<file path="src/rtl/decim_pkg.sv">
// decim_pkg: shared constants and types for the decimated-sample serializer
package decim_pkg;
    localparam int DEFAULT_DATA_BITS = 16;
    typedef enum logic [1:0] {IDLE, LOAD, SHIFT, GAP} ser_state_t;
    typedef logic [DEFAULT_DATA_BITS-1:0] sample_t;
endpackage

</file>
<file path="src/rtl/sample_fifo.sv">
// sample_fifo: synchronous FIFO with async reset; push is accepted when full if a pop happens in the same cycle
module sample_fifo #(
    parameter int WIDTH = 16,
    parameter int DEPTH = 4
) (
    input  logic                     clk,
    input  logic                     reset,
    input  logic                     push,
    input  logic                     pop,
    input  logic [WIDTH-1:0]         din,
    output logic [WIDTH-1:0]         dout,
    output logic                     full,
    output logic                     empty,
    output logic [$clog2(DEPTH):0]   count
);
    localparam int AW = $clog2(DEPTH);
    logic [WIDTH-1:0] mem [DEPTH];
    logic [AW-1:0] wr_ptr, rd_ptr;
    logic do_push, do_pop;
    assign do_pop = pop && !empty;
    assign do_push = push && (!full || do_pop);
    assign full = count == (AW + 1)'(DEPTH);
    assign empty = count == '0;
    assign dout = mem[rd_ptr];
    always_ff @(posedge clk) begin
        if (do_push) mem[wr_ptr] <= din;
    end
    always_ff @(posedge clk or posedge reset) begin
        if (reset) begin
            wr_ptr <= '0;
            rd_ptr <= '0;
            count <= '0;
        end else begin
            wr_ptr <= do_push ? wr_ptr + 1'b1 : wr_ptr;
            rd_ptr <= do_pop ? rd_ptr + 1'b1 : rd_ptr;
            count <= count + (AW + 1)'(do_push) - (AW + 1)'(do_pop);
        end
    end
endmodule

</file>
<file path="src/rtl/decim_sample_serializer.sv">
// decim_sample_serializer: buffers decimated samples and ships them MSB-first over a frame_n/sclk_out/sdo link
module decim_sample_serializer
    import decim_pkg::*;
#(
    parameter int DATA_BITS  = DEFAULT_DATA_BITS,
    parameter int FIFO_DEPTH = 4,
    parameter int CLK_DIV    = 2
) (
    input  logic                          clk,
    input  logic                          reset,
    input  logic [DATA_BITS-1:0]          sample_in,
    input  logic                          sample_valid,
    input  logic                          clr_overflow,
    output logic                          frame_n,
    output logic                          sclk_out,
    output logic                          sdo,
    output logic [$clog2(FIFO_DEPTH):0]   fifo_count,
    output logic                          overflow
);
    localparam int BW = $clog2(DATA_BITS);
    localparam int CW = $clog2(2 * CLK_DIV);
    ser_state_t state;
    logic [DATA_BITS-1:0] head, shreg;
    logic [BW-1:0] bit_cnt;
    logic [CW-1:0] cnt;
    logic full, empty, pop, drop;
    assign pop = state == LOAD;
    assign drop = sample_valid && full && !pop;
    sample_fifo #(.WIDTH(DATA_BITS), .DEPTH(FIFO_DEPTH)) u_fifo (
        .clk   (clk),
        .reset (reset),
        .push  (sample_valid),
        .pop   (pop),
        .din   (sample_in),
        .dout  (head),
        .full  (full),
        .empty (empty),
        .count (fifo_count)
    );
    always_ff @(posedge clk or posedge reset) begin
        if (reset) overflow <= 1'b0;
        else overflow <= drop || (overflow && !clr_overflow);
    end
    // cnt paces sclk half-periods in SHIFT and times the inter-frame gap in GAP
    always_ff @(posedge clk or posedge reset) begin
        if (reset) begin
            state <= IDLE;
            frame_n <= 1'b1;
            sclk_out <= 1'b0;
            sdo <= 1'b0;
            shreg <= '0;
            bit_cnt <= '0;
            cnt <= '0;
        end else begin
            case (state)
                IDLE: begin
                    cnt <= '0;
                    bit_cnt <= '0;
                    if (!empty) state <= LOAD;
                end
                LOAD: begin
                    shreg <= head;
                    sdo <= head[DATA_BITS-1];
                    frame_n <= 1'b0;
                    state <= SHIFT;
                end
                SHIFT: begin
                    if (cnt != CW'(CLK_DIV - 1)) cnt <= cnt + 1'b1;
                    else begin
                        cnt <= '0;
                        sclk_out <= !sclk_out;
                        if (sclk_out && bit_cnt == BW'(DATA_BITS - 1)) begin
                            frame_n <= 1'b1;
                            sdo <= 1'b0;
                            state <= GAP;
                        end else if (sclk_out) begin
                            bit_cnt <= bit_cnt + 1'b1;
                            shreg <= shreg << 1;
                            sdo <= shreg[DATA_BITS-2];
                        end
                    end
                end
                GAP: begin
                    cnt <= cnt == CW'(2 * CLK_DIV - 1) ? '0 : cnt + 1'b1;
                    if (cnt == CW'(2 * CLK_DIV - 1)) state <= IDLE;
                end
                default: state <= IDLE;
            endcase
        end
    end
endmodule

</file>
<file path="config.mk">
export PLATFORM = sky130hd
export DESIGN_NAME = decim_sample_serializer
export DESIGN_NICKNAME = d
export VERILOG_FILES = /design/src/rtl/decim_pkg.sv /design/src/rtl/sample_fifo.sv /design/src/rtl/decim_sample_serializer.sv
export SDC_FILE = /design/constraint.sdc
export NUM_CORES = 1
export LEC_CHECK = 0
export ABC_AREA = 1
export CAP_MARGIN = 10
export CORE_MARGIN = 2
export CORE_UTILIZATION = 64
export DETAILED_ROUTE_END_ITERATION = 10
export HOLD_SLACK_MARGIN = 0.08
export PLACE_DENSITY = 0.83
export RECOVER_POWER = 100
export SYNTH_ARGS = -nofsm -noshare
export SYNTH_HDL_FRONTEND = slang
export SYNTH_HIERARCHICAL = 1
export SYNTH_SLANG_ARGS = --single-unit
</file>
<file path="constraint.sdc">
create_clock -name clk -period 3.02 [get_ports clk]
set_input_delay 0.604 -clock clk [delete_from_list [all_inputs] [get_ports clk]]
set_output_delay 0.604 -clock clk [all_outputs]
set_load 0.05 [all_outputs]
</file>
; Yosys cells after proc, flatten, opt, wreduce, memory -nomap -nowiden
; Memory sizes are Yosys's and may differ from the RTL's.
; Index checks and enable logic that the tools add are counted.
[classes]
n_eq_ne = 14
bitwise_logic = 1
add_sub_neg = 6
reduce_logical = 24
shift = 0
div = 0
mul = 0
order_cmp = 0
mux = 25
[ops]
columns = op, n
row1 = $mux W15, 3
row2 = $pmux W15 S2, 1
row3 = $mux W2, 6
row4 = $mux W4, 3
row5 = $ne A2 B2 Y1 const B, 6
row6 = $reduce_and A4 Y1, 3
row7 = $pmux W2 S4, 1
row8 = $pmux W4 S2, 1
row9 = $mux W1, 7
row10 = $add A2 B1 Y2 const B, 3
row11 = $eq A2 B2 Y1 const B, 3
row12 = $logic_and A1 B1 Y1, 6
row13 = $pmux W2 S3, 1
row14 = $reduce_and A3 Y1, 2
row15 = $logic_not A1 Y1, 5
row16 = $add A4 B1 Y4 const B, 1
row17 = $eq A4 B4 Y1 const B, 1
row18 = $pmux W1 S2, 2
row19 = $reduce_bool A2 Y1, 2
row20 = $add A3 B1 Y3, 1
row21 = $eq A3 B3 Y1 const B, 1
row22 = $logic_not A3 Y1, 1
row23 = $ne A3 B3 Y1 const B, 1
row24 = $reduce_bool A3 Y1, 1
row25 = 7 further kinds, 8
[totals]
latchBits = 0
mem_bits_rw = 64
mem_count = 1
inputBits = 20
reg_bits = 34
wordCells = 82
mem_bits_ro = 0
output_inout_bits = 7
[mem_list]
columns = memory, words, width, rd, rd_ports_with_merged_regs, write_ports, line
row1 = u_fifo.mem, 4, 16, 1, 0, 1, sample_fifo.sv:17  ; logic [WIDTH-1:0] mem [DEPTH];

; Logic depth before layout (Yosys ltp)
[depth]
depth_word = 7
mapped_depth = 10

; Modules after synthesis
; The synthesis kept the hierarchy.
[modules_own_cells]
columns = mod, area_each_um2, cells_per_inst, seq_area_each_um2, instances
row1 = sample_fifo, 3118.0, 241, 2097.0, 1
row2 = decim_sample_serializer, 1537.7, 212, 676.9, 1

; Worst setup path before layout
; OpenSTA, ideal clock, no wires.
[synth_timing]
path_kind = register to register
from = register u_fifo.count[1]
to = memory u_fifo.mem[0][0], enable pin
arrival_time_ns = 1.691
slack_ns = 0.941
path_buffers = 0
period_less_slack_ns = 2.079
path_stages_with_launch = 5
cell_sequence = dfrtp_1 nor2_2 nand3_1 nand2_2 nor2_1
[synth_via]
elab_chain_len = 7
word_cells_on_any_way = 9
cone_classes = eq/ne: 1 / mux: 2 / reduce/logical: 6
[synth_rtl]
columns = item, line
row1 = from (decl), sample_fifo.sv:14  ; output logic [$clog2(DEPTH):0] count
row2 = from (signal assigned), sample_fifo.sv:36  ; count <= count + (AW + 1)'(do_push) - (AW + 1)'(do_pop);
row3 = $logic_not A3 Y1, sample_fifo.sv:23  ; assign empty = count == '0;
row4 = $logic_not A1 Y1, -
row5 = $logic_and A1 B1 Y1, sample_fifo.sv:20  ; assign do_pop = pop && !empty;
row6 = $logic_or A1 B1 Y1 (*), sample_fifo.sv:21  ; assign do_push = push && (!full || do_pop);
row7 = $logic_and A1 B1 Y1 (*), sample_fifo.sv:21
row8 = $mux W1 (*), sample_fifo.sv:26  ; if (do_push) mem[wr_ptr] <= din;
row9 = $mux W1 (not written as such) (*), sample_fifo.sv:26
row10 = to (decl), sample_fifo.sv:17
; Every way passes the cells marked *; elsewhere a longest branch is shown, timed or not.

; Worst setup path after layout
[layout_timing]
from = register state[1]
to = memory u_fifo.mem[1][11], enable pin
[layout_via]
elab_chain_len = 6
[layout_rtl]
columns = item, line
row1 = from (decl), decim_sample_serializer.sv:22  ; ser_state_t state;
row2 = from (signal assigned), decim_sample_serializer.sv:47  ; state <= IDLE;
row3 = from (signal assigned), decim_sample_serializer.sv:59  ; if (!empty) state <= LOAD;
row4 = from (signal assigned), decim_sample_serializer.sv:65  ; state <= SHIFT;
row5 = $eq A2 B1 Y1, decim_sample_serializer.sv:27  ; assign pop = state == LOAD;
row6 = net pop, decim_sample_serializer.sv:26  ; logic full, empty, pop, drop;
row7 = $logic_and A1 B1 Y1, sample_fifo.sv:20
row8 = $logic_or A1 B1 Y1, sample_fifo.sv:21
row9 = $logic_and A1 B1 Y1, sample_fifo.sv:21
row10 = $mux W1, sample_fifo.sv:26
row11 = $mux W1 (not written as such), sample_fifo.sv:26
; The timed path passes the listed nets, and every way through them passes these cells.

==> impl_results.md <==
- Clk buf depth: 2
- Max frequency: 400 MHz
- Initial antenna violation count: 0
- Crit share post-route: 82.8%
- CTS H-tree depth: 3
- Xor/xnor share of the synthesized area: less than 1%
- CTS resizes: 0
- # Max-Cap Violations: 0
- Crit path max-delay family: buffers and inverters
- Sequential area share after synthesis: 59.6%
- Post-route minimum period: 2500 ps
- Total gr overflow: 0
- Post-route ant nets: 0
- Design area: approximately 5100 um^2
- Register area: 2780 um^2
- Routed WL per cell: 14.1 um
- Post-CTS Setup Bufs: 0
- Post-synthesis mux area share: 0%
- Final setup viols: 0
- CP cell instances: inv_1 -> ha_1 -> clkinv_1 -> nand3_1 -> nand2_1 -> nor2_1 -> clkbuf_1
- CP Data Arrival Time: between 2000 and 2500 ps
- Post-Syn Area per Cell: 10.3 um^2
- Endpoint class of the critical path: flip-flop
- Total core area: about 7100 um^2
- Detailed Route WL: ~8.3 mm
- Placed Instance Area: 4950 um^2
- Quantity of hold-fixing buffers added after cts: 0
- Clock Skew: 10.1 ps
- Pre-antenna DRT Iters: 5
- Fin cells: 585
- Commonest non-fill, non-tap cell in the layout: nand2_1
- Critical path launch point type: flip-flop
- Post-Synth Simple-Gate Area: 18.8%
- CTS Buf Count: 9
- Filler instances: 540
- Via count: between 3000 and 4000
- Gr busiest metal: met2
- Commonest non-fill, non-tap cells in the layout: nand2_1, edfxtp_1, inv_1, dfrtp_1, nand3_1
- Final hold vios: 0
- Pwr Density: around 600 nW/um^2
- Fin nets: 515
- CTS tree: yes
- Initial Util: 65.2%
- All-Layer GR Usage: 22.2%
- Hold Crit Class: reg -> reg
- Largest net degree at the start of global routing: 28
- Die X: between 80 and 90 um
- Reg clk slew, reported paths: ~90 ps
- First-pass GRT wire length: 13.2 mm
- Critical path class: reg -> reg
- Num ports: 27
- Synthesized Nets: 487
- Antenna Cells: 0
- M1 GR Usage: 27.6%
- Maximum VDD drop: 0.441 mV
- Cell Rows: 31
- Area of the multi-input gates: 1480 um^2
- Vias in the first global route: ~3000
- Post-Synth Adder-Cell Area: 3.92%
- End-of-flow core utilization: 71.4%
- Synthesis Warnings: 6
- DRC violation total after the first TritonRoute iteration: 222
- CP Buf/Inv Count: 3
- TNS Setup: 0 ps
- Post-synthesis cell type count: 28
- CP Data Required Time: 2990 ps
- Compound-gate portion of the synthesized area: 8.71%
- Routability-driven placement congestion ratio: 0.760
- Share of layout cells above drive strength 1: 12.1%
- Status: completed
- Synthesized cell area: roughly 4700 um^2
- Slew @ Worst Pin: between 1000 and 1500 ps
- Met3 usage: 3.79%
- Max Slew Vio Count: 0
- Setup repair after global routing missed its margin: false
- CTS Root Cell: clkbuf_8
- Residual DRC: 0
- Area grow syn2layout: 9.43%
- Placed Instances: approximately 570
- Yosys reg bits: 98
- Largest family of logic cells by synthesized area: simple AND/OR/NAND/NOR gates
- Die height: 89.3 um
- DR vias/cell: about 5.4
- Die area: 7970 um^2
- Crit Path Max Fanout: 16
- Skew-Pair Late Insertion Delay: 350 ps
- Met2 Resource Use GR: 38.3%
- Max_slew headroom: between 10% and 20%
- Synthesized netlist cell count: 453
- P_leak: 2.34 nW
- Critical Path Slowest Stage Cell: clkbuf_1
- Placed wire-length estimate: about 5.4 mm
- CTS sink count: 98
- Total power: between 0.003 and 0.004 W
- Port Buffer Count: 26
- Max incr delay on CP: about 840 ps
==> path summary, 6_finish.rpt <==
check,cells after the start,to,slack [ps],from
setup / recovery,7,u_fifo/mem[1][11]$_DFFE_PP_,520,state[1]$_DFFE_PP0P_
hold / removal,2,frame_n$_DFFE_PP1P_,470,frame_n$_DFFE_PP1P_
setup reg to reg,7,u_fifo/mem[1][11]$_DFFE_PP_,520,state[1]$_DFFE_PP0P_
hold reg to reg,2,frame_n$_DFFE_PP1P_,470,frame_n$_DFFE_PP1P_
max in group asynchronous,3,shreg[10]$_DFFE_PP0P_,1030,reset
min in group asynchronous,2,overflow$_DFF_PP0_,610,reset
==> final cells by class <==
type | instances | share of cell area (%)
clock buffer | 10 | 2.50
clock inverter | 6 | 0.810
inverter | 64 | 4.74
multi-input combinational | 273 | 29.0
sequential | 98 | 54.5
tap | 99 | 2.43
timing repair buffer | 35 | 6.07
==> worst register-to-register path: stages (launching register included) <==
cell	delay, ps
dfrtp_1	420
inv_1	90
ha_1	250
clkinv_1	80
nand3_1	140
nand2_1	170
nor2_1	130
clkbuf_1	840
==> through the flow <==
| stage | hold WS (ps) | setup WS, ps |
|---|---|---|
| CTS | 478 | 726 |
| floorplan | 407 | 941 |
| finish | 474 | 518 |
| global placement | 453 | 782 |
| global route | 501 | 392 |
| detailed placement | 459 | 724 |
==> power by group <==
part	total (W)	internal (W)	leakage [nW]	switching, W
clock	0.000743	0.000302	0.0807	0.000442
sequential	0.00175	0.00167	1.00	0.0000788
combinational	0.000579	0.000170	1.26	0.000410
==> logic make-up (layout without fill, tap and decap cells) <==
| kind of cell | count (synthesis) | after routing |
|---|---|---|
| xor gates and xnor gates | 2 | 2 |
| AOI/OAI and AO/OA | 57 | 57 |
| buffers and inverters | 82 | 115 |
| DFF | 98 | 98 |
| adders and majority gates | 14 | 14 |
| and+or+nand+nor | 200 | 200 |
==> Yosys cell counts (all sizes together) <==
library cell / number / area share, %
a21oi: 19 / 2.0
buf: 17 / 3.4
clkbuf: 1 / 0.081
clkinv: 1 / 0.11
dfrtp: 33 / 18
dfstp: 1 / 0.56
edfxtp: 64 / 41
fa: 1 / 0.43
ha: 13 / 3.5
inv: 63 / 5.1
nand2: 152 / 14
nand3: 26 / 2.8
nand3b: 4 / 0.65
nand4: 2 / 0.27
nor2: 16 / 1.5
o211ai: 16 / 4.3
o21ai: 22 / 2.4
xnor2: 2 / 0.38
==> state kept, by name (all words and copies together), names as in the netlist <==
name,count
state,2
bit_cnt,4
sdo,1
frame_n,1
sclk_out,1
shreg,15
overflow,1
u_fifo/rd_ptr,2
cnt,2
u_fifo/mem,64
u_fifo/wr_ptr,2
u_fifo/count,3
==> routing by layer <==
metal | vias to the layer above | wire, um
li1 | 1524 | -
met1 | 1497 | 3420
met2 | 89 | 4260
met3 | 20 | 387
met4 | 0 | 189
met5 | - | 0
Power figures use the tool's default switching activity.
